**src/rtl/tv_pkg.sv**
```systemverilog
// Shared widths, thresholds and types for the TV-input target tracker.
package tv_pkg;

  localparam int COORD_W = 11;
  localparam int COLOR_W = 10;

  localparam logic [COLOR_W-1:0] R_MIN_DEF = 10'd768;
  localparam logic [COLOR_W-1:0] G_MAX_DEF = 10'd256;
  localparam logic [COLOR_W-1:0] B_MAX_DEF = 10'd256;

  typedef enum logic [1:0] {
    S_WAIT_FRAME = 2'd0,
    S_SEARCH     = 2'd1,
    S_TRACK      = 2'd2
  } state_e;

  typedef struct packed {
    logic [COORD_W-1:0] x;
    logic [COORD_W-1:0] y;
    logic [COLOR_W-1:0] r;
    logic [COLOR_W-1:0] g;
    logic [COLOR_W-1:0] b;
  } pixel_t;

  typedef struct packed {
    logic [COORD_W-1:0] xmin;
    logic [COORD_W-1:0] xmax;
    logic [COORD_W-1:0] ymin;
    logic [COORD_W-1:0] ymax;
  } box_t;

endpackage

```
**src/rtl/color_match.sv**
```systemverilog
// Combinational colour-window test: strong red, weak green and blue.
module color_match
  import tv_pkg::*;
#(
  parameter logic [COLOR_W-1:0] R_MIN = R_MIN_DEF,
  parameter logic [COLOR_W-1:0] G_MAX = G_MAX_DEF,
  parameter logic [COLOR_W-1:0] B_MAX = B_MAX_DEF
) (
  input  logic [COLOR_W-1:0] r,
  input  logic [COLOR_W-1:0] g,
  input  logic [COLOR_W-1:0] b,
  output logic               match
);

  assign match = (r >= R_MIN) && (g <= G_MAX) && (b <= B_MAX);

endmodule

```
**src/rtl/color_target_detector.sv**
```systemverilog
// Finds the first colour-window match per frame, tracks the match bounding box
// and count, and publishes the previous frame's statistics at each frame start.
module color_target_detector
  import tv_pkg::*;
#(
  parameter logic [COLOR_W-1:0] R_MIN = R_MIN_DEF,
  parameter logic [COLOR_W-1:0] G_MAX = G_MAX_DEF,
  parameter logic [COLOR_W-1:0] B_MAX = B_MAX_DEF,
  parameter int                 CNT_W = 20
) (
  input  logic               clock,
  input  logic               resetN,
  input  logic               enable,
  input  logic               pix_valid,
  input  logic [COORD_W-1:0] data_x,
  input  logic [COORD_W-1:0] data_y,
  input  logic [COLOR_W-1:0] data_R,
  input  logic [COLOR_W-1:0] data_G,
  input  logic [COLOR_W-1:0] data_B,
  output logic               go,
  output logic               newFrame,
  output logic [COORD_W-1:0] x_out,
  output logic [COORD_W-1:0] y_out,
  output logic [COLOR_W-1:0] R_out,
  output logic [COLOR_W-1:0] G_out,
  output logic [COLOR_W-1:0] B_out,
  output logic               found,
  output logic [COORD_W-1:0] box_xmin,
  output logic [COORD_W-1:0] box_xmax,
  output logic [COORD_W-1:0] box_ymin,
  output logic [COORD_W-1:0] box_ymax,
  output logic [CNT_W-1:0]   match_count
);

  localparam logic [CNT_W-1:0] CNT_MAX = '1;

  state_e           state_q, state_d;
  logic             go_q, go_d, nf_q, nf_d;
  pixel_t           out_q, out_d, pend_pix_q, pend_pix_d;
  logic             pend_q, pend_d;
  box_t             acc_box_q, acc_box_d, pub_box_q, pub_box_d;
  logic [CNT_W-1:0] acc_cnt_q, acc_cnt_d, pub_cnt_q, pub_cnt_d;
  logic             found_q, found_d;

  pixel_t cur;
  box_t   first_box;
  logic   color_hit, hit, sof;

  color_match #(.R_MIN(R_MIN), .G_MAX(G_MAX), .B_MAX(B_MAX)) u_match (
    .r     (data_R),
    .g     (data_G),
    .b     (data_B),
    .match (color_hit)
  );

  assign cur       = {data_x, data_y, data_R, data_G, data_B};
  assign first_box = {data_x, data_x, data_y, data_y};
  assign hit       = pix_valid && color_hit;
  assign sof       = pix_valid && (data_x == '0) && (data_y == '0);

  always_comb begin
    state_d    = state_q;
    go_d       = 1'b0;
    nf_d       = 1'b0;
    out_d      = out_q;
    pend_d     = 1'b0;
    pend_pix_d = pend_pix_q;
    acc_box_d  = acc_box_q;
    acc_cnt_d  = acc_cnt_q;
    found_d    = found_q;
    pub_box_d  = pub_box_q;
    pub_cnt_d  = pub_cnt_q;

    if (!enable) begin
      state_d   = S_WAIT_FRAME;
      acc_box_d = '0;
      acc_cnt_d = '0;
    end else begin
      if (pend_q) begin
        go_d  = 1'b1;
        out_d = pend_pix_q;
      end
      if (sof) begin
        if (state_q != S_WAIT_FRAME) begin
          nf_d      = 1'b1;
          found_d   = (state_q == S_TRACK);
          pub_box_d = (state_q == S_TRACK) ? acc_box_q : '0;
          pub_cnt_d = (state_q == S_TRACK) ? acc_cnt_q : '0;
        end
        state_d   = S_SEARCH;
        acc_box_d = '0;
        acc_cnt_d = '0;
        if (hit) begin
          state_d   = S_TRACK;
          acc_box_d = first_box;
          acc_cnt_d = CNT_W'(1);
          // A match on the frame-start pixel is reported one cycle after newFrame.
          if (state_q == S_WAIT_FRAME) begin
            go_d  = 1'b1;
            out_d = cur;
          end else begin
            pend_d     = 1'b1;
            pend_pix_d = cur;
          end
        end
      end else if (hit) begin
        case (state_q)
          S_SEARCH: begin
            go_d      = 1'b1;
            out_d     = cur;
            state_d   = S_TRACK;
            acc_box_d = first_box;
            acc_cnt_d = CNT_W'(1);
          end
          S_TRACK: begin
            acc_box_d.xmin = (data_x < acc_box_q.xmin) ? data_x : acc_box_q.xmin;
            acc_box_d.xmax = (data_x > acc_box_q.xmax) ? data_x : acc_box_q.xmax;
            acc_box_d.ymin = (data_y < acc_box_q.ymin) ? data_y : acc_box_q.ymin;
            acc_box_d.ymax = (data_y > acc_box_q.ymax) ? data_y : acc_box_q.ymax;
            if (acc_cnt_q != CNT_MAX) acc_cnt_d = acc_cnt_q + CNT_W'(1);
          end
          default: ;
        endcase
      end
    end
  end

  always_ff @(posedge clock or negedge resetN) begin
    if (!resetN) begin
      state_q    <= S_WAIT_FRAME;
      go_q       <= 1'b0;
      nf_q       <= 1'b0;
      out_q      <= '0;
      pend_q     <= 1'b0;
      pend_pix_q <= '0;
      acc_box_q  <= '0;
      acc_cnt_q  <= '0;
      found_q    <= 1'b0;
      pub_box_q  <= '0;
      pub_cnt_q  <= '0;
    end else begin
      state_q    <= state_d;
      go_q       <= go_d;
      nf_q       <= nf_d;
      out_q      <= out_d;
      pend_q     <= pend_d;
      pend_pix_q <= pend_pix_d;
      acc_box_q  <= acc_box_d;
      acc_cnt_q  <= acc_cnt_d;
      found_q    <= found_d;
      pub_box_q  <= pub_box_d;
      pub_cnt_q  <= pub_cnt_d;
    end
  end

  assign go          = go_q;
  assign newFrame    = nf_q;
  assign x_out       = out_q.x;
  assign y_out       = out_q.y;
  assign R_out       = out_q.r;
  assign G_out       = out_q.g;
  assign B_out       = out_q.b;
  assign found       = found_q;
  assign box_xmin    = pub_box_q.xmin;
  assign box_xmax    = pub_box_q.xmax;
  assign box_ymin    = pub_box_q.ymin;
  assign box_ymax    = pub_box_q.ymax;
  assign match_count = pub_cnt_q;

endmodule

```
**config.mk**
```make
export PLATFORM = sky130hd
export DESIGN_NAME = color_target_detector
export DESIGN_NICKNAME = d
export VERILOG_FILES = /design/src/rtl/tv_pkg.sv /design/src/rtl/color_match.sv /design/src/rtl/color_target_detector.sv
export SDC_FILE = /design/constraint.sdc
export NUM_CORES = 1
export LEC_CHECK = 0
export BUFFER_PORTS_ARGS = -buffer_cell sky130_fd_sc_hd__buf_2
export CAP_MARGIN = 20
export CORE_AREA = 2 2 152 154
export CTS_CLUSTER_SIZE = 20
export DETAILED_ROUTE_END_ITERATION = 10
export DIE_AREA = 0 0 154 156
export PLACE_DENSITY = 0.73
export SKIP_CTS_REPAIR_TIMING = 1
export SLEW_MARGIN = 15
export SYNTH_ARGS = -nofsm -noshare
export SYNTH_HDL_FRONTEND = slang
export SYNTH_HIERARCHICAL = 1
export SYNTH_SLANG_ARGS = --single-unit
```
**constraint.sdc**
```tcl
create_clock -name clock -period 2.3 [get_ports clock]
set_clock_uncertainty 0.15 [all_clocks]
set_input_delay 0.345 -clock clock [delete_from_list [all_inputs] [get_ports clock]]
set_output_delay 0.345 -clock clock [all_outputs]
set_load 0.03 [all_outputs]
```
==> run_results.csv, run 1 <==
group,metric,value,unit
outcome,status,"complete, but fails checks",
outcome,violations,"hold timing",
cells_and_area,antenna_cells,0,
cells_and_area,layout-drive-gt1-share,32.4,%
worst_setup_path,rrSetupSlack,0.06,ns
worst_setup_path,cp-end-kind,"flip-flop",
job,maxCapViolations,0,
clock_network,numClockSinks,238,
yosys,synth.top_cell.area_share,52.2,%
floorplanning,num_io_pins,175,
global_routing,grt_overflow,0,
worst_setup_path,rr_worst_depth,9,
clock_network,cts_buffers,26,
cells_and_area,nets,1430,
cells_and_area,fin_area,14700,sq um
yosys,syn-num-nets,1172,
floorplanning,fp.coreArea,22400,sq um
yosys,syn-cell-area,11400,sq um
sta,worst_pin_slew,0.484,ns
clock_network,cts_tree,"done",
global_routing,track_usage,23.8,%
cells_and_area,synthToLayoutAreaGrowth,28.4,%
routing,top_layer_used,"met4",
clock_network,clock_latency,0.53,ns
routing,ant_nets,0,
floorplanning,dieHeight,156,um
routing,dr_wl_met3,1760,um
yosys,ys_seq_elements,238,
global_routing,grt_pass1_vias,9095,
floorplanning,start_util,51.0,%
worst_setup_path,endpoint,"acc_box_q[22]",
hold_path,hold_path.class,"in -> reg",
routing,route.met2.wl,14100,um
global_routing,grt_pass1_wl,46500,um
yosys,yosys_warnings,6,
clock_network,root_buffer,"clkbuf_16",
routing,finalWirelength,29500,um
routing,num_vias,9158,
place,post-dp-hpwl,20000,um
power_and_ir_drop,power_density,624,nW/um^2
sta,slew-limit-headroom,67.4,%
yosys,synth-edff-count,0,
routing,met1_length,12800,um
yosys,synth_cell_types,53,
global_routing,grt_max_degree,70,
place,gp_congestion,0.846,
worst_setup_path,arrival,2.51,ns
routing,dr.pass1.iters,4,
worst_setup_path,startpoint_type,"flip-flop",
routing,wl_per_cell,18.1,um
sta,finalSetupViolCount,0,
floorplanning,die_area,24000,sq um
floorplanning,die_w,154,um
routing,drc,0,
worst_setup_path,r2r_end,"acc_box_q[22]",
sta,period_needed,2.24,ns
sta,timing.final.crit_share,97.5,%
routing,via_per_inst,5.61,
yosys,yosys.area.top_type,"dfrtp_1",
sta,hold_viol,2,
yosys,ys.flop_type,"dfrtp_1",
yosys,avgSynthCellArea,10.7,sq um
yosys,synthArstFlopShare,100,%
sta,slew_viol_final,0,
clock_network,htreeDepth,1,
worst_setup_path,worstPathRequired,2.56,ns
power_and_ir_drop,ir_worst_vdd,0.000574,V
place,postPlaceCellArea,13300,sq um
clock_network,clockBufferDepth,3,
global_routing,antenna_found_initial,0,
floorplanning,rows,55,
yosys,synth_area_leaders,"dfrtp_1 52%, mux2_2 8.1%, nand2_1 5.9%",
routing,drt_iter0_markers,406,
power_and_ir_drop,p_leak,0.00757,uW
yosys,seq_area_frac_synth,52.2,%
cells_and_area,finish.utilization,65.5,%
worst_setup_path,critPathKind,"reg -> reg",
clock_network,path_clk_slew,0.06,ns
sta,setup-tns-final,0,ns
sta,max_freq,446,MHz
worst_setup_path,startpoint,"acc_box_q[23]",
sta,timing.hold.ws,-0.00629,ns
worst_setup_path,path_max_fanout,6,
place,port_buffers,174,
yosys,syn_inst,1070,
worst_setup_path,reg2reg_from,"acc_box_q[23]",
-- worst max-delay path, stage by stage (launching register included) --
cell and delay (ns):
dfrtp_1 0.41, inv_2 0.08, ha_4 0.19, nor2b_1 0.12, o21a_1 0.16, o21a_1 0.18
o31ai_2 0.32, a21boi_2 0.14, buf_6 0.15, a22o_1 0.22
-- sequential cells by signal, summed over array words and instances, names as in the netlist --
name         count
state_q          2
x_out           11
acc_box_q       44
newFrame         1
R_out           10
match_count     20
go               1
G_out           10
found            1
B_out           10
y_out           11
acc_cnt_q       20
box_xmax        11
box_xmin        11
pend_pix_q      52
box_ymax        11
pend_q           1
box_ymin        11
-- cell usage after synthesis, drive strengths merged, types with 12 or more instances --
master	number
dfrtp	238
nand2	179
mux2	82
nor2b	77
nand3	70
a221o	52
inv	52
ha	46
clkbuf	38
o21ai	34
nor2	30
mux2i	24
buf	23
a21oi	20
xor2	12
-- per-layer routing --
layer	GRT usage [%]	vias to the layer above
met5	0	-
met4	7.61	0
met3	5.19	63
met2	39.1	257
met1	31.6	4567
li1	-	4271
-- where the power goes --
group | internal, uW | leakage (uW) | switching (uW) | total (uW)
logic | 242 | 0.00382 | 360 | 601
clock network | 2600 | 0.000442 | 1720 | 4320
registers | 4210 | 0.00331 | 16.3 | 4230
total | 7050 | 0.00757 | 2100 | 9150
-- area by class of cell --
cell class | count | area, sq um
multi-input cells | 719 | 5210
inverters | 52 | 195
fillers | 1755 | 7710
well taps | 285 | 357
repair buffers | 291 | 2030
flip-flops and latches | 238 | 5960
clock buffers | 37 | 783
clock inverters | 10 | 116
-- cell families after synthesis --
kind of cell             Yosys count  share of synthesized area (%)
multiplexers                     106                           10.2
AO/OA/AOI/OAI                    156                           10.5
adder cells (fa/ha/maj)           46                           5.04
flip-flops                       238                           52.2
XOR/XNOR                          15                           1.15
buffers and inverters            113                           4.26
AND/OR/NAND/NOR                  396                           16.7
-- how the worst min path moves through the flow --
stage	from	end	slack, ns	cells past startpoint
floorplan	resetN	B_out[0]	-0.10	0
CTS	resetN	box_xmax[7]	-0.42	1
global placement	resetN	box_xmax[7]	0.15	1
detailed placement	resetN	box_xmax[7]	0.14	1
global route	data_G[8]	pend_pix_q[18]	0.0001	2
finish	data_G[8]	pend_pix_q[18]	-0.006	2
-- cell usage in the layout, fill, tap and decap left out, types with 17 or more instances in the layout --
master,netlist,layout
inv_1,51,49
o21ai_0,33,30
nor2b_1,77,77
buf_2,8,174
a221o_1,52,52
ha_1,46,37
dfrtp_1,238,237
mux2_2,82,82
clkbuf_16,0,27
nand2_1,179,176
a21oi_1,20,20
nand3_1,70,70
buf_4,4,75
mux2i_1,24,24
dlygate4sd3_1,0,21
nor2_1,29,24
buf_12,0,17
-- per-stage QoR --
step / setup WS [ns] / total power, uW / cells
detailed placement: -0.556 / 4840 / 1559
finish: 0.0567 / 9150 / 1632
global route: -0.0394 / 9440 / 1632
CTS: -0.0853 / 9150 / 1606
floorplan: 0.0176 / 4510 / 1070
global placement: -0.437 / 4830 / 1559
Power figures use the tool's default switching activity.
==> run 2, diff against run 1 <==
--- a/config.mk
+++ b/config.mk
@@ -7,11 +7,12 @@
 export LEC_CHECK = 0
 export BUFFER_PORTS_ARGS = -buffer_cell sky130_fd_sc_hd__buf_2
 export CAP_MARGIN = 20
-export CORE_AREA = 2 2 152 154
+export CORE_AREA = 2 2 148 150
 export CTS_CLUSTER_SIZE = 20
 export DETAILED_ROUTE_END_ITERATION = 10
-export DIE_AREA = 0 0 154 156
+export DIE_AREA = 0 0 150 152
 export PLACE_DENSITY = 0.73
+export RECOVER_POWER = 50
 export SKIP_CTS_REPAIR_TIMING = 1
 export SLEW_MARGIN = 15
 export SYNTH_ARGS = -nofsm -noshare
==> constraint.sdc (replaced) <==
create_clock -name clock -period 2.65 [get_ports clock]
set_clock_uncertainty 0.15 [all_clocks]
set_input_delay 0.3975 -clock clock [delete_from_list [all_inputs] [get_ports clock]]
set_output_delay 0.3975 -clock clock [all_outputs]
set_load 0.03 [all_outputs]
==> run 2 against run 1 <==
Net effect: the flow finishes with violations (capacitance limit, slew limit); largest cell class unchanged; critical path depth grew 2; sequential power down 13%; sequential share of layout area increased by 1.5 points; hold slack improved by 0.014 ns; non-clock buffer count shrank 12; via count is 2.1% lower; cell count shrank 1.3%; core utilization is 0.61 points higher.
==> run_results.csv, run 2 (synthesis results as in run 1) <==
group,metric,value,unit
cells_and_area,final_common_cell,"dfrtp_1",
worst_setup_path,critPathMostFrequentCell,"nand2_1",
clock_network,numClockSinks,238,
cells_and_area,finish.utilization,66.1,%
cells_and_area,largest_reg_flops,52,
worst_setup_path,r2r_end,"acc_box_q[24]",
hold_path,worstHoldEndpoint,"pend_pix_q[6]",
global_routing,grt_pass1_wl,46400,um
worst_setup_path,critPathKind,"in -> reg",
sta,hold_viol,0,
global_routing,grt_pass1_vias,9001,
place,gp_congestion,0.875,
worst_setup_path,crit_family,"simple AND/OR/NAND/NOR gates",
power_and_ir_drop,power,7700,uW
floorplanning,rows,54,
global_routing,track_usage,25.1,%
clock_network,clock_latency,0.51,ns
global_routing,grt_max_degree,77,
worst_setup_path,path_max_fanout,7,
place,dp.cells,1559,
sta,timing.final.crit_share,93.3,%
worst_setup_path,worstPathCellList,"buf_2 -> nor4_1 -> nand2_1 -> a221oi_4 -> and2_1 -> nand2_1 -> a31oi_1 -> buf_4 -> o2111ai_1 -> xor2_1 -> nor2_1",
routing,finalWirelength,28500,um
cells_and_area,largestRegisters,"pend_pix_q: 52 flops, acc_box_q: 44 flops",
floorplanning,fp.coreArea,21400,sq um
cells_and_area,most-common-layout-cells,"237 x dfrtp_1, 179 x nand2_1, 116 x buf_2",
floorplanning,start_util,53.5,%
worst_setup_path,worst_path_largest_cell_delay,0.37,ns
cells_and_area,layout-drive-gt1-share,25.6,%
place,port_buffers,174,
routing,via_per_inst,5.57,
worst_setup_path,startpoint_type,"input pin",
place,post-dp-hpwl,20000,um
worst_setup_path,reg2reg_from,"state_q[0]",
sta,period_needed,2.47,ns
routing,dr.pass1.iters,4,
sta,setup_ws,0.177,ns
worst_setup_path,critPathSlowestCell,"nor4_1",
cells_and_area,nets,1417,
cells_and_area,final_cells,1611,
worst_setup_path,path_buf_inv,2,
floorplanning,num_io_pins,175,
routing,num_vias,8966,
cells_and_area,synthToLayoutAreaGrowth,23.7,%
worst_setup_path,cp.depth,11,
worst_setup_path,rr_worst_depth,7,
outcome,status,"complete, but fails checks",
routing,drt_iter0_markers,450,
clock_network,cts_buffers,25,
power_and_ir_drop,p_leak,0.00718,uW
sta,worst_pin_slew,1.72,ns
floorplanning,die_w,150,um
floorplanning,dieHeight,152,um
floorplanning,die_area,22800,sq um
routing,drc,0,
outcome,violations,"capacitance limit, slew limit",
power_and_ir_drop,power_density,546,nW/um^2
worst_setup_path,rrSetupSlack,0.26,ns
routing,wl_per_cell,17.7,um
global_routing,grt_overflow,0,
hold_path,hold_path.class,"in -> reg",
global_routing,antenna_found_initial,2,
sta,slew_viol_final,75,
sta,finalSetupViolCount,0,
clock_network,cts_tree,"done",
job,maxCapViolations,1,
worst_setup_path,worstPathRequired,2.94,ns
clock_network,htreeDepth,1,
worst_setup_path,cp-end-kind,"flip-flop",
power_and_ir_drop,ir_worst_vdd,0.000464,V
sta,rsz0062_at_grt,"no",
clock_network,clockBufferDepth,3,
hold_path,min_path_cells,2,
sta,timing.hold.ws,0.00781,ns
routing,ant_nets,0,
sta,max_freq,404,MHz
clock_network,root_buffer,"clkbuf_16",
worst_setup_path,arrival,2.76,ns
cells_and_area,regMostFlops,"pend_pix_q",
clock_network,path_clk_slew,0.06,ns
hold_path,hold_start,"data_B[6]",
cells_and_area,nFillCells,1750,
sta,slew-limit-headroom,-14.5,%
place,place_ws,-0.291,ns
[run 2: cell types whose count changed in the layout (fill, tap and decap cells not counted), moves of 4 or more]
cell	delta
buf_2	-58
clkbuf_1	+62
dlygate4sd3_1	-12
ha_1	+8
ha_4	-8
nor2_1	+4
[run 2: layer usage]
metal	track usage (%)	vias up	part of all wire, %
met1	34.7	4425	44
met2	39.9	240	47
met3	5.56	52	6.2
li1	-	4247	-
met4	7.14	2	2.4
met5	0	-	0.046
[run 2: worst max-delay path by stage]
stage	start	to	slack, ns
after floorplan	data_G[2]	acc_cnt_q[17]	0.07
after global placement	data_B[4]	acc_cnt_q[19]	-0.24
after detailed placement	data_B[4]	acc_cnt_q[17]	-0.29
after CTS	data_B[4]	acc_box_q[9]	0.19
after global routing	resetN	box_ymin[9]	0.02
final	data_B[4]	acc_cnt_q[17]	0.18
[run 2: layout make-up]
type | count | area (sq um) | share of cell area (%)
multi-input combinational | 719 | 5000 | 35.4
antenna | 1 | 2.50 | 0.0177
clock buffer | 36 | 717 | 5.08
tap | 280 | 350 | 2.48
sequential | 238 | 5960 | 42.2
inverter | 52 | 195 | 1.38
clock inverter | 6 | 105 | 0.744
timing repair buffer | 279 | 1790 | 12.7
[run 2: where the power goes]
group          switching, uW  total (uW)  internal (uW)  leakage (uW)
Clock                   1400        3550           2150      0.000405
Combinational            293         480            187       0.00347
Sequential              13.7        3670           3660       0.00331
[run 2: through the flow]
step	area, sq um	setup TNS, ns
2_1_floorplan	11400	0
3_3_place_gp	13300	-26.41
3_5_place_dp	13300	-22.00
4_1_cts	14100	0
5_1_grt	14100	0
6_report	14100	0
